--- src/rtl/kernel_launcher_pkg.sv ---
// rtl/kernel_launcher_pkg.sv - shared state encoding and parameter defaults for the kernel launcher
package kernel_launcher_pkg;

    localparam int DATAW_DEFAULT   = 32;
    localparam int TIMEOUT_DEFAULT = 16;

    typedef enum logic [1:0] {
        S_Idle   = 2'd0,
        S_Launch = 2'd1,
        S_Wait   = 2'd2,
        S_Hold   = 2'd3
    } state_t;

    // A one-cycle timeout would still need a 1-bit counter.
    function automatic int count_width(input int timeout);
        return (timeout > 1) ? $clog2(timeout) : 1;
    endfunction

endpackage

--- src/rtl/launch_timer.sv ---
// rtl/launch_timer.sv - clearable saturating cycle counter with terminal-count flag
module launch_timer
    import kernel_launcher_pkg::*;
#(
    parameter int TIMEOUT = TIMEOUT_DEFAULT,
    parameter int CW      = count_width(TIMEOUT)
) (
    input  logic clk,
    input  logic rst,
    input  logic clr,
    input  logic en,
    output logic done
);

    localparam logic [CW-1:0] LAST = CW'(TIMEOUT - 1);

    logic [CW-1:0] count;

    // Holding at LAST keeps the count from wrapping while a kernel is outstanding.
    always_ff @(posedge clk) begin
        if (rst || clr) begin
            count <= '0;
        end else if (en && (count != LAST)) begin
            count <= count + CW'(1);
        end
    end

    assign done = (count == LAST);

endmodule

--- src/rtl/kernel_launcher.sv ---
// rtl/kernel_launcher.sv - operand capture, kernel start/complete handshake, result hold and error tracking
module kernel_launcher
    import kernel_launcher_pkg::*;
#(
    parameter int DATAW   = DATAW_DEFAULT,
    parameter int TIMEOUT = TIMEOUT_DEFAULT
) (
    input  logic             Clk,
    input  logic             Rst,
    input  logic             InValid,
    output logic             InReady,
    input  logic [DATAW-1:0] InA,
    input  logic [DATAW-1:0] InB,
    input  logic [DATAW-1:0] InC,
    output logic [DATAW-1:0] a,
    output logic [DATAW-1:0] b,
    output logic [DATAW-1:0] c,
    output logic             CStart,
    input  logic             CEnd,
    input  logic [DATAW-1:0] z,
    input  logic [DATAW-1:0] x,
    output logic             OutValid,
    input  logic             OutReady,
    output logic [DATAW-1:0] OutZ,
    output logic [DATAW-1:0] OutX,
    output logic             Error,
    input  logic             ErrorRst
);

    state_t state;
    logic   accept;
    logic   tmr_done;
    logic   spurious;
    logic   timed_out;

    assign InReady   = (state == S_Idle);
    assign accept    = InReady && InValid;
    assign spurious  = CEnd && (state != S_Wait);
    assign timed_out = (state == S_Wait) && !CEnd && tmr_done;

    // Counter reads 0 during the CStart cycle, so it tracks cycles elapsed since CStart.
    launch_timer #(
        .TIMEOUT (TIMEOUT)
    ) u_timer (
        .clk  (Clk),
        .rst  (Rst),
        .clr  (accept),
        .en   ((state == S_Launch) || (state == S_Wait)),
        .done (tmr_done)
    );

    always_ff @(posedge Clk) begin
        if (Rst) begin
            state    <= S_Idle;
            CStart   <= 1'b0;
            OutValid <= 1'b0;
            Error    <= 1'b0;
            a        <= '0;
            b        <= '0;
            c        <= '0;
            OutZ     <= '0;
            OutX     <= '0;
        end else begin
            CStart <= 1'b0;
            case (state)
                S_Idle: begin
                    if (InValid) begin
                        a      <= InA;
                        b      <= InB;
                        c      <= InC;
                        CStart <= 1'b1;
                        state  <= S_Launch;
                    end
                end
                S_Launch: begin
                    state <= S_Wait;
                end
                S_Wait: begin
                    // A completion on the terminal cycle still counts as on time.
                    if (CEnd) begin
                        OutZ     <= z;
                        OutX     <= x;
                        OutValid <= 1'b1;
                        state    <= S_Hold;
                    end else if (tmr_done) begin
                        state <= S_Idle;
                    end
                end
                S_Hold: begin
                    if (OutReady) begin
                        OutValid <= 1'b0;
                        state    <= S_Idle;
                    end
                end
                default: begin
                    state <= S_Idle;
                end
            endcase

            if (spurious || timed_out) begin
                Error <= 1'b1;
            end else if (ErrorRst) begin
                Error <= 1'b0;
            end
        end
    end

endmodule

--- config.mk ---
export PLATFORM = sky130hd
export DESIGN_NAME = kernel_launcher
export DESIGN_NICKNAME = d
export VERILOG_FILES = /design/src/rtl/kernel_launcher_pkg.sv /design/src/rtl/launch_timer.sv /design/src/rtl/kernel_launcher.sv
export SDC_FILE = /design/constraint.sdc
export NUM_CORES = 1
export LEC_CHECK = 0
export ABC_AREA = 1
export BUFFER_PORTS_ARGS = -buffer_cell sky130_fd_sc_hd__buf_2
export CAP_MARGIN = 30
export CORE_AREA = 2 2 153 140
export DETAILED_ROUTE_END_ITERATION = 12
export DIE_AREA = 0 0 155 142
export PLACE_DENSITY = 0.63
export SETUP_SLACK_MARGIN = 0.15
export SYNTH_ARGS = -nofsm -noshare
export SYNTH_HDL_FRONTEND = slang
export SYNTH_HIERARCHICAL = 1
export SYNTH_SLANG_ARGS = --single-unit
export TNS_END_PERCENT = 100
--- constraint.sdc ---
create_clock -name Clk -period 2 [get_ports Clk]
set_clock_uncertainty 0.2 [all_clocks]
set_input_delay 0.2 -clock Clk [delete_from_list [all_inputs] [get_ports Clk]]
set_output_delay 0.2 -clock Clk [all_outputs]
set_load 0.03 [all_outputs]
=== Word-level counts from Yosys, hierarchy flattened ===
Index checks and enable logic that the tools add are counted.

* Output and inout bits: 164
* Bits in read-only memories: 0
* Latch bits: 0
* Bits in registers: 169
* Memories: 0
* Bits in writable memories: 0

* $mul: 0
* Mux-type cells: 11
* Reductions and logical operators: 17
* Bitwise logic cells: 1
* Shift operators: 0
* Magnitude comparators: 0
* $add $sub $neg: 1
* Equality and inequality tests: 10
* Divide/modulo/power cells: 0

{| class="wikitable"
|+ Operators with widths
! operator !! count
|-
| 2-bit 2-to-1 mux || 4
|-
| 2-bit inequality test (second input constant) || 4
|-
| 2-bit case mux with 4 select lines || 1
|-
| 3-bit AND reduction || 2
|-
| 1-bit logical AND || 5
|-
| 1-bit 2-to-1 mux || 5
|-
| 4-bit by 1-bit adder with 4-bit output (second input constant) || 1
|-
| 2-bit == test (second input constant) || 2
|-
| 4-bit == test (second input constant) || 1
|-
| 4-bit inequality test (second input constant) || 1
|-
| 2-bit AND reduction || 2
|-
| 2-bit nonzero test || 2
|-
| 1-bit logical OR || 3
|-
| 3-bit inequality test (second input constant) || 1
|-
| 2-bit by 1-bit == test with 1-bit output (second input constant) || 1
|-
| 2-bit zero test || 1
|-
| 1-bit case mux with 2 select lines || 1
|-
| 2-bit OR reduction || 1
|-
| 1-bit zero test || 1
|-
| 1-bit inverter || 1
|}

=== Longest topological paths before layout ===
Gate-level depths: netlist of the first run.

* Word-level depth: 5
* Depth in mapped cells: 9
* Mapped depth without buffers: 9

=== Modules after synthesis ===
The synthesis of the first run kept the hierarchy.

{| class="wikitable"
|+ By module, submodules not included
! module !! instances !! sequential area each (µm²) !! cells an instance !! area an instance (µm²)
|-
| kernel_launcher || 1 || 3,303.2 || 740 || 5,830.6
|-
| launch_timer || 1 || 80.1 || 29 || 200.2
|}

=== Worst setup path before layout of the first run ===
OpenSTA, ideal clock, no wires.

* Kind: reg2reg
* Start point: register state[1]
* End point: register u_timer.count[0]
* Data required time: 1,684 ps
* Arrival: 1,468 ps
* Path slack: 216 ps
* Cell stages (with the launch flop): 9
* Cells stage by stage: dfxtp_1 > inv_1 > ha_1 > nand2_2 > inv_4 > buf_2 > nor2_1 > o21ai_0 > nor2_1

* Cells in the longest elaborated chain, start to end: 3

{| class="wikitable"
|+ RTL lines
! item !! line !! RTL
|-
| start, declared || kernel_launcher.sv:30 || <nowiki>state_t state;</nowiki>
|-
| start signal, assigned || kernel_launcher.sv:54 || <nowiki>state <= S_Idle;</nowiki>
|-
| start signal, assigned || kernel_launcher.sv:72 || <nowiki>state <= S_Launch;</nowiki>
|-
| start signal, assigned || kernel_launcher.sv:76 || <nowiki>state <= S_Wait;</nowiki>
|-
| 2-bit zero test || kernel_launcher.sv:36 || <nowiki>assign InReady = (state == S_Idle);</nowiki>
|-
| named net InReady || kernel_launcher.sv:11 || <nowiki>output logic InReady,</nowiki>
|-
| 1-bit logical AND || kernel_launcher.sv:37 || <nowiki>assign accept = InReady && InValid;</nowiki>
|-
| named net accept || kernel_launcher.sv:31 || <nowiki>logic accept;</nowiki>
|-
| 1-bit logical OR || launch_timer.sv:21 || <nowiki>if (rst || clr) begin</nowiki>
|-
| end signal, assigned || launch_timer.sv:24 || <nowiki>count <= count + CW'(1);</nowiki>
|-
| end, declared || launch_timer.sv:17 || <nowiki>logic [CW-1:0] count;</nowiki>
|}

The timed path passes the listed nets, and every way through them passes these cells.
A chain may end at the register's enable or synchronous reset.

=== Final worst setup path of the first run ===
* Start point: register u_timer.count[1]
* End point: register Error

* Cells in the longest elaborated chain, start to end: 4

{| class="wikitable"
|+ RTL lines
! item !! line !! RTL
|-
| 4-bit == test (*) || launch_timer.sv:28 || <nowiki>assign done = (count == LAST);</nowiki>
|-
| named net tmr_done || kernel_launcher.sv:32 || <nowiki>logic tmr_done;</nowiki>
|-
| 1-bit logical AND (*) || kernel_launcher.sv:39 || <nowiki>assign timed_out = (state == S_Wait) && !CEnd && tmr_done;</nowiki>
|-
| 1-bit logical OR (*) || kernel_launcher.sv:100 || <nowiki>if (spurious || timed_out) begin</nowiki>
|-
| 1-bit 2-to-1 mux or 2-bit nonzero test (tied branches) || n/a ||
|-
| end signal, assigned || kernel_launcher.sv:57 || <nowiki>Error <= 1'b0;</nowiki>
|-
| end signal, assigned || kernel_launcher.sv:101 || <nowiki>Error <= 1'b1;</nowiki>
|-
| end signal, assigned || kernel_launcher.sv:103 || <nowiki>Error <= 1'b0;</nowiki>
|-
| end, declared || kernel_launcher.sv:26 || <nowiki>output logic Error,</nowiki>
|}

Mark *: on every way through the listed nets, which the timed path passes. The rest lies on a longest branch.

==> impl_metrics.ini, run 1 <==
[floorplanning]
core_area_sq_um = 20500
fp.dieH_um = 142
num_rows = 50
ios = 330
start_util_pct = 29.5
die_area_sq_um = 22000
die_x_um = 155

[pwr]
ir_worst_vdd_uv = 933
intPower_mw = 8.10
p_sw_mw = 5.84
share_clk_of_total_power_pct = 24.9
power_density_nw_per_um2 = 1360
seqPwrFrac_pct = 33.9
pwr-share-comb_pct = 41.3
switching_share_pct = 41.9
power.leakage_nw = 4.88

[worst_setup_path]
cp_max_fo = 4
start_kind = flop
worstSetupPathType = reg2reg
cp-end-kind = flop
worstPathArrival_ns = 1.94
cp.required_ns = 2.16

[drt]
wl_um = 20900
vias = 6770
drt_pass1_iterations = 5
antenna_left = 0
routed_via_density = 4.45
drt_iter0_markers = 454
wl_per_cell_um = 13.8
drc = 0

[cells_and_area]
utilization_pct = 50.1
areaGrowthSynthToFinish_pct = 70.0
drive_above_1_share_pct = 31.4
final_nets = 1417

[timing]
tns_ns = 0
fmax_ghz = 0.563
rsz0062_at_grt = false
final.period_utilization_pct = 88.9
finalHoldViolCount = 0
setup-violations-final = 0
slew_viol_final = 0
min_period_ns = 1.78
worst_pin_slew_ns = 0.365
slew_headroom_pct = 75.7

[synth]
synth_area_leader_cell = dfxtp_1
synthMuxAreaShare_pct = 0
synth_seq_area_share_pct = 56.1
synth_top_area_share_pct = 56.1
synth.area.top_cells = dfxtp_1 (56%), nor2_1 (21%), o21ai_0 (12%)
syn_area_sq_um = 6030
synth-compound-area-share_pct = 14.0
yosys.area_share.simple_pct = 22.8
synth_edf_count = 0
avgSynthCellArea_sq_um = 7.84
synth_top_family_by_area = simple AND/OR/NAND/NOR gates
netlist_top_cells_count = nor2_1 (336), dfxtp_1 (169), o21ai_0 (140)
synthDistinctLibCells = 20
synth_xor_area_share_pct = 0
synth.most_common_cell = nor2_1
ys_ff_latch = 169
synthAdderAreaFrac_pct = 1.04
syn_inst = 769
synth.net_count = 940
async_flop_share_pct = 0
dominantRegCellSynth = dfxtp_1
yosysWarningCount = 6

[clock_tree]
root_buffer = clkbuf_16
cts_buffer_depth = 2
clock_sinks = 169
cts_tree = built
cts_made_buffers = 17
clkLatencyLatePin_ns = 0.41
cts-htree-levels = 4
clk_pin_slew_ns = 0.07

[outcome]
status = finished, final reports clean

[global_routing]
grt_pass1_vias = 6568
globalRouteTotalUtil_pct = 17.6
grt_overflow = 0
grt_pass1_wl_um = 31500
antenna_found_initial = 1
grt_max_degree = 94

[placement]
post-dp-hpwl_um = 12300
gp_congestion = 0.764
io_buffers = 329

[hold_path]
hold_class = in2reg

[flow_run]
maxCapViolCount = 0
-- logic make-up (layout without fill, tap and decap cells) --
| kind of cell | Yosys count | after routing |
|---|---|---|
| fa+ha+maj | 5 | 5 |
| flops | 169 | 169 |
| simple gates | 360 | 360 |
| compound gates | 169 | 169 |
| other cells | 0 | 2 |
| buf+inv | 66 | 556 |
-- routing by layer --
layer  track usage [%]  vias to the layer above  part of all wire, %
li1                  -                     3412                    -
met1              19.9                     3063                   42
met2              31.1                      251                   49
met3              4.93                       44                  6.2
met4              7.21                        0                  3.0
met5                 0                        -                    0
-- stage by stage --
| stage | setup slack (ns) | cells | power, mW | cell area (sq um) | hold WS, ns |
|---|---|---|---|---|---|
| floorplan | 0.216 | 769 | 8.50 | 6030 | 0.0691 |
| global placement | 0.267 | 1320 | 10.0 | 7900 | 0.229 |
| detailed placement | 0.214 | 1320 | 10.1 | 7900 | 0.240 |
| CTS | 0.173 | 1516 | 13.8 | 10200 | 0.00293 |
| global route | 0.146 | 1519 | 14.8 | 10200 | 0.0601 |
| finish | 0.222 | 1521 | 13.9 | 10300 | 0.0273 |
-- critical path: stages (launching register included) --
cell and delay [ns]:
dfxtp_2 0.36, ha_2 0.21, nand3_2 0.09, inv_1 0.08, nand3_1 0.10, a21oi_2 0.14, dlygate4sd3_1 0.55
-- layout by cell type, fill, tap and decap left out --
cell type,n
clkinv_8,2
inv_1,11
nor2_2,1
a21oi_1,3
ha_1,1
buf_4,6
inv_6,5
nor2_1,335
nand3_2,1
diode_2,2
dfxtp_1,165
nand2_1,13
clkinv_2,1
o22ai_1,1
dlygate4sd3_1,164
nand2_4,1
nand2_2,2
ha_2,4
inv_2,2
o21ai_1,24
buf_2,329
inv_8,4
nand3_1,6
o21ai_0,140
clkbuf_16,19
buf_12,8
dfxtp_2,4
nand4_1,1
a21oi_2,1
bufinv_16,2
clkinv_4,3
-- final cells by class --
| cell class | instances | area [sq um] |
|---|---|---|
| sequential | 169 | 3390 |
| clock buffer | 17 | 425 |
| tap | 260 | 325 |
| clock inverter | 15 | 199 |
| antenna | 2 | 5.00 |
| timing repair buffer | 509 | 3540 |
| multi-input combinational | 534 | 2310 |
| inverter | 15 | 62.6 |
| fill | 1933 | 10200 |
-- path summary, 6_finish.rpt --
check / from / endpoint / slack (ns) / depth (start not counted)
hold reg to reg: OutValid / OutValid / 0.25 / 2
hold / removal: CEnd / state[0] / 0.03 / 5
setup reg to reg: u_timer/count[1] / Error / 0.22 / 6
setup / recovery: u_timer/count[1] / Error / 0.22 / 6
-- registers in the layout (all words and copies together), names as in the netlist --
register / flops
OutX: 32
Error: 1
OutValid: 1
CStart: 1
c: 32
state: 2
a: 32
b: 32
u_timer/count: 4
OutZ: 32
-- power by group through the flow --
stage | sequential, mW | clock (mW) | combinational [mW]
2_1_floorplan | 6.50 | 0 | 2.00
3_3_place_gp | 4.74 | 0 | 5.26
3_5_place_dp | 4.78 | 0 | 5.30
4_1_cts | 4.70 | 3.58 | 5.56
5_1_grt | 4.83 | 3.71 | 6.25
6_report | 4.72 | 3.47 | 5.75
-- timing repair --
action                     CTS  global route
hold buffers               164             0
hold endpoints to repair   167             0
setup endpoints to repair    0            43
resized for setup            0            13
setup buffers                0             1
Power figures use the tool's default switching activity.
==> run 2: changes to the inputs <==
Settings changed: ABC_AREA 1 to default, CORE_AREA 2 2 153 140 to 2 2 152 139, DIE_AREA 0 0 155 142 to 0 0 154 141.
==> impl_metrics.ini, run 2 <==
[global_routing]
grt_pass1_wl_um = 31600
grt_pass1_vias = 6590
grt_max_degree = 98
antenna_found_initial = 1
grt_overflow = 0
globalRouteTotalUtil_pct = 17.9

[cells_and_area]
fillers = 1932
drive_above_1_share_pct = 31.5
layout_commonest_cell = buf_2
utilization_pct = 50.3
final_nets = 1397
final_cell_mix = buf_2 (328), nand2_1 (322), dfxtp_1 (169)
areaGrowthSynthToFinish_pct = 71.2

[synth]
synth_edf_count = 0
synth.area.top_cells = dfxtp_1 (57%), nand2_1 (20%), a21oi_1 (14%)
avgSynthCellArea_sq_um = 7.96
ys_ff_latch = 169
dominantRegCellSynth = dfxtp_1
synth_seq_area_share_pct = 56.7
yosysWarningCount = 6
synth_top_area_share_pct = 56.7
synth.most_common_cell = nand2_1
syn_area_sq_um = 5970
synthDistinctLibCells = 31
synth.net_count = 921
synth_area_leader_cell = dfxtp_1
async_flop_share_pct = 0
syn_inst = 750
netlist_top_cells_count = nand2_1 (324), dfxtp_1 (169), a21oi_1 (165)

[worst_setup_path]
cp.required_ns = 2.13
crit_path_max_incr_delay_ns = 0.34
worstPathArrival_ns = 1.91
worstSetupPathType = reg2reg
cp_slowest_cell = dfxtp_1
start_kind = flop
cp_max_fo = 6
cp-end-kind = flop
crit_chain = ha_2 -> nand3_2 -> inv_2 -> or3b_1 -> and3_4 -> a311oi_2
crit_family = simple AND/OR/NAND/NOR gates
crit_buf_inv = 1

[clock_tree]
clkLatencyLatePin_ns = 0.41
cts_tree = built
root_buffer = clkbuf_16
cts_setup_buffers = 0
cts_buffer_depth = 2
cts-htree-levels = 4
cts_made_buffers = 17
clock_sinks = 169
clk_pin_slew_ns = 0.07

[pwr]
intPower_mw = 6.91
power.leakage_nw = 4.65
power_density_nw_per_um2 = 1080
share_clk_of_total_power_pct = 29.6
p_sw_mw = 4.10
ir_worst_vdd_uv = 566
pwr-share-comb_pct = 33.2
seqPwrFrac_pct = 37.2
switching_share_pct = 37.2

[drt]
vias = 6704
wl_um = 20900
antenna_left = 0
routed_via_density = 4.47
drt_pass1_iterations = 4
wl_per_cell_um = 14.0
drt_iter0_markers = 411
drc = 0

[timing]
worst_pin_slew_ns = 0.544
setup-violations-final = 0
whs_ns = 0.113
finalHoldViolCount = 0
final.period_utilization_pct = 89.1
slew_viol_final = 0
fmax_ghz = 0.561
rsz0062_at_grt = false
tns_ns = 0
worst_slack_ns = 0.217
slew_headroom_pct = 63.7
min_period_ns = 1.78

[floorplanning]
die_x_um = 154
fp.dieH_um = 141
ios = 330
die_area_sq_um = 21700
num_rows = 50
core_area_sq_um = 20300
start_util_pct = 29.4

[placement]
post-place-ws_ns = 0.175
gp_congestion = 0.776
post-dp-hpwl_um = 12400
io_buffers = 329

[hold_path]
hold_class = in2reg

[outcome]
status = finished, final reports clean

[flow_run]
maxCapViolCount = 0
## run 2: changes by cell type after synthesis, moves of 7 or more
cell / change
nor2_1: -333
buf_6: -9
buf_1: +8
inv_1: -9
o21ai_0: -140
a21oi_1: +161
buf_2: +7
o21ai_1: -24
nand2_1: +311
## run 2: power by group through the flow
stage | combinational, mW | clock (mW) | sequential, mW
finish | 3.65 | 3.25 | 4.10
global route | 3.95 | 3.48 | 4.15
CTS | 3.53 | 3.35 | 4.08
detailed placement | 3.27 | 0 | 4.16
global placement | 3.25 | 0 | 4.14
floorplan | 1.26 | 0 | 5.07
## run 2: worst register-to-register path: cells and delay by family (launching register included)
kind / cells / cell delay, ns
compound gates: 1 / 0.24
fa+ha+maj: 1 / 0.21
buf+inv: 1 / 0.07
flops: 1 / 0.34
simple gates: 3 / 0.64
## run 2: final timing paths
check,from,end,slack [ns],cells after the start
hold reg to reg,a[13],a[13],0.25,2
hold / removal,InValid,b[16],0.11,5
setup reg to reg,u_timer/count[0],state[1],0.22,6
setup / recovery,u_timer/count[0],state[1],0.22,6
## run 2: cell families (layout without fill, tap and decap cells)
kind of cell / after synthesis / in the layout / synth area share [%]
compound gates: 176 / 176 / 15.6
fa+ha+maj: 5 / 5 / 1.05
buf+inv: 58 / 546 / 4.15
flops: 169 / 169 / 56.7
mux: 1 / 1 / 0.168
other cells: 0 / 1 / 0
simple gates: 341 / 341 / 22.3
## run 2: final cells by class
type,count,area (sq um),area share (%)
Sequential cell,169,3380,33.1
Clock inverter,13,135,1.32
Clock buffer,18,439,4.30
Timing Repair Buffer,509,3540,34.7
Inverter,6,27.5,0.269
Multi-Input combinational cell,523,2360,23.1
Antenna cell,1,2.50,0.0245
Tap cell,260,325,3.18
## run 2: timing repair
item / 4_1_cts / 5_1_grt
hold endpoints to repair: 165 / 0
endpoints found under the setup margin: 0 / 129
hold buffers: 164 / 0
resized for setup: 0 / 8
## run 2: per-layer routing
| metal | part of all wire (%) | global-route usage, % | vias up |
|---|---|---|---|
| met1 | 41 | 20.7 | 3050 |
| met5 | 0 | 0 | - |
| met3 | 5.9 | 4.64 | 50 |
| li1 | - | - | 3368 |
| met2 | 50 | 30.9 | 236 |
| met4 | 3.3 | 8.46 | 0 |
## run 2: stage by stage
stage / total power, mW / instance area [sq um] / std cells
after global placement: 7.39 / 7930 / 1301
after CTS: 11.0 / 10100 / 1496
after global routing: 11.6 / 10200 / 1499
after floorplan: 6.33 / 5970 / 750
final: 11.0 / 10200 / 1499
after detailed placement: 7.43 / 7930 / 1301
==> run 3: changes to the inputs <==
Settings changed: CELL_PAD_IN_SITES_DETAIL_PLACEMENT from default to 1, CELL_PAD_IN_SITES_GLOBAL_PLACEMENT from default to 2, CORE_AREA 2 2 152 139 to 2 2 173 158, DIE_AREA 0 0 154 141 to 0 0 175 160, PLACE_DENSITY 0.63 to 0.85.
==> impl_metrics.ini, run 3 (synthesis gave the netlist of run 2 again) <==
[timing]
min_period_ns = 1.78
worst_pin_slew_ns = 0.429
fmax_ghz = 0.561
tns_ns = 0
final.period_utilization_pct = 89.1
setup-violations-final = 0
slew_headroom_pct = 71.4
slew_viol_final = 0
finalHoldViolCount = 0
rsz0062_at_grt = true

[cells_and_area]
drive_above_1_share_pct = 32.2
layout.cells.non_filler = 1599
fillers = 3203
seqCellArea_sq_um = 3390
layout_commonest_cell = buf_2
areaGrowthSynthToFinish_pct = 76.1
final_cell_mix = buf_2 (328), nand2_1 (322), dfxtp_1 (167)
multi_input_area_sq_um = 2390
final_nets = 1402

[clock_tree]
cts_setup_buffers = 0
cts-htree-levels = 4
cts_tree = built
clock_sinks = 169
clk_pin_slew_ns = 0.07
root_buffer = clkbuf_16
cts_buffer_depth = 2
clkLatencyLatePin_ns = 0.42
cts_made_buffers = 17

[worst_setup_path]
crit_chain = ha_4 -> nand3_4 -> inv_4 -> or3b_1 -> and3_4 -> a311oi_2
crit_family = simple AND/OR/NAND/NOR gates
startpoint = u_timer/count[1]
cp_slowest_cell = dfxtp_1
rr_startpoint = u_timer/count[1]
start_kind = flop
cp_max_fo = 6
worstSetupPathType = reg2reg
crit_path_max_incr_delay_ns = 0.36
cp-end-kind = flop
reg2reg_slack_ns = 0.22
cp.required_ns = 2.13
worstPathArrival_ns = 1.91
crit_buf_inv = 1

[floorplanning]
die_area_sq_um = 28000
start_util_pct = 22.6
ios = 330
core_area_sq_um = 26500
num_rows = 57
fp.dieH_um = 160
die_x_um = 175

[global_routing]
grt_max_degree = 98
grt_util_met1_pct = 19.1
globalRouteTotalUtil_pct = 16.9
grt.busiest_layer = met2
grt_pass1_vias = 7338
antenna_found_initial = 1
use_met2_pct = 30.4
grt_overflow = 0
grt_pass1_wl_um = 38100
met3_usage_pct = 4.33

[drt]
drc = 0
antenna_left = 0
wl_per_cell_um = 15.6
wl_um = 24900
drt_pass1_iterations = 4
routed_via_density = 4.32
drt_iter0_markers = 289
vias = 6906

[flow_run]
maxCapViolCount = 0

[hold_path]
hold_class = in2reg
worstHoldStart = InValid

[pwr]
power.leakage_nw = 4.73
ir_worst_vdd_uv = 418
power_density_nw_per_um2 = 1100

[placement]
gp_congestion = 0.743
place_inst = 1398
io_buffers = 329
post-dp-hpwl_um = 14600

[outcome]
status = finished, final reports clean
-- run 3: cell types whose count changed in the layout (fill, tap and decap cells not counted), sizes merged --
| cell | previous run | this run |
|---|---|---|
| clkinvlp | 4 | 0 |
| clkbuf | 20 | 23 |
| inv | 13 | 17 |
| buf | 343 | 346 |
-- run 3: worst reg2reg max path: stages, from the launching register on --
cell      delay [ns]
dfxtp_1         0.36
ha_4            0.19
nand3_4         0.10
inv_4           0.07
or3b_1          0.34
and3_4          0.20
a311oi_2        0.24
-- run 3: worst paths after layout --
path         cells past startpoint  endpoint
min reg2reg                      2     a[12]
min                              5     b[16]
max reg2reg                      6  state[1]
max                              6  state[1]
-- run 3: per-layer routing --
layer  wire (um)  up-vias
li1            -     3385
met1       10300     3275
met2       12800      208
met3        1330       38
met4         498        0
met5           0        -
-- run 3: final cells by class --
cell class	instances	area share (%)
Timing Repair Buffer	514	34.8
Clock inverter	13	1.38
Antenna cell	1	0.0238
Multi-Input combinational cell	523	22.8
Tap cell	354	4.21
Clock buffer	19	4.31
Inverter	6	0.286
Sequential cell	169	32.2
-- run 3: where the power goes --
part	internal [mW]	total [mW]	switching (mW)
Combinational	1.44	3.95	2.51
Sequential	3.86	4.13	0.269
Clock	1.85	3.44	1.58
Total	7.15	11.5	4.37
-- run 3: metrics by stage --
stage	hold WS, ns	power (mW)	worst slack [ns]	util (%)	instance area (sq um)
final	0.105	11.5	0.219	39.7	10500
after global routing	0.113	12.1	0.133	39.7	10500
after CTS	0.0990	11.4	0.156	39.1	10300
after detailed placement	0.244	7.59	0.102	30.6	8100
after global placement	0.239	7.52	0.167	30.6	8100
after floorplan	0.0981	6.33	0.178	-	5970
-- run 3: timing repair --
action,4_1_cts,5_1_grt
hold buffers,164,0
gates cloned,0,4
setup endpoints to repair,11,149
pin swaps,0,1
hold endpoints to repair,163,0
gates resized for setup,3,13
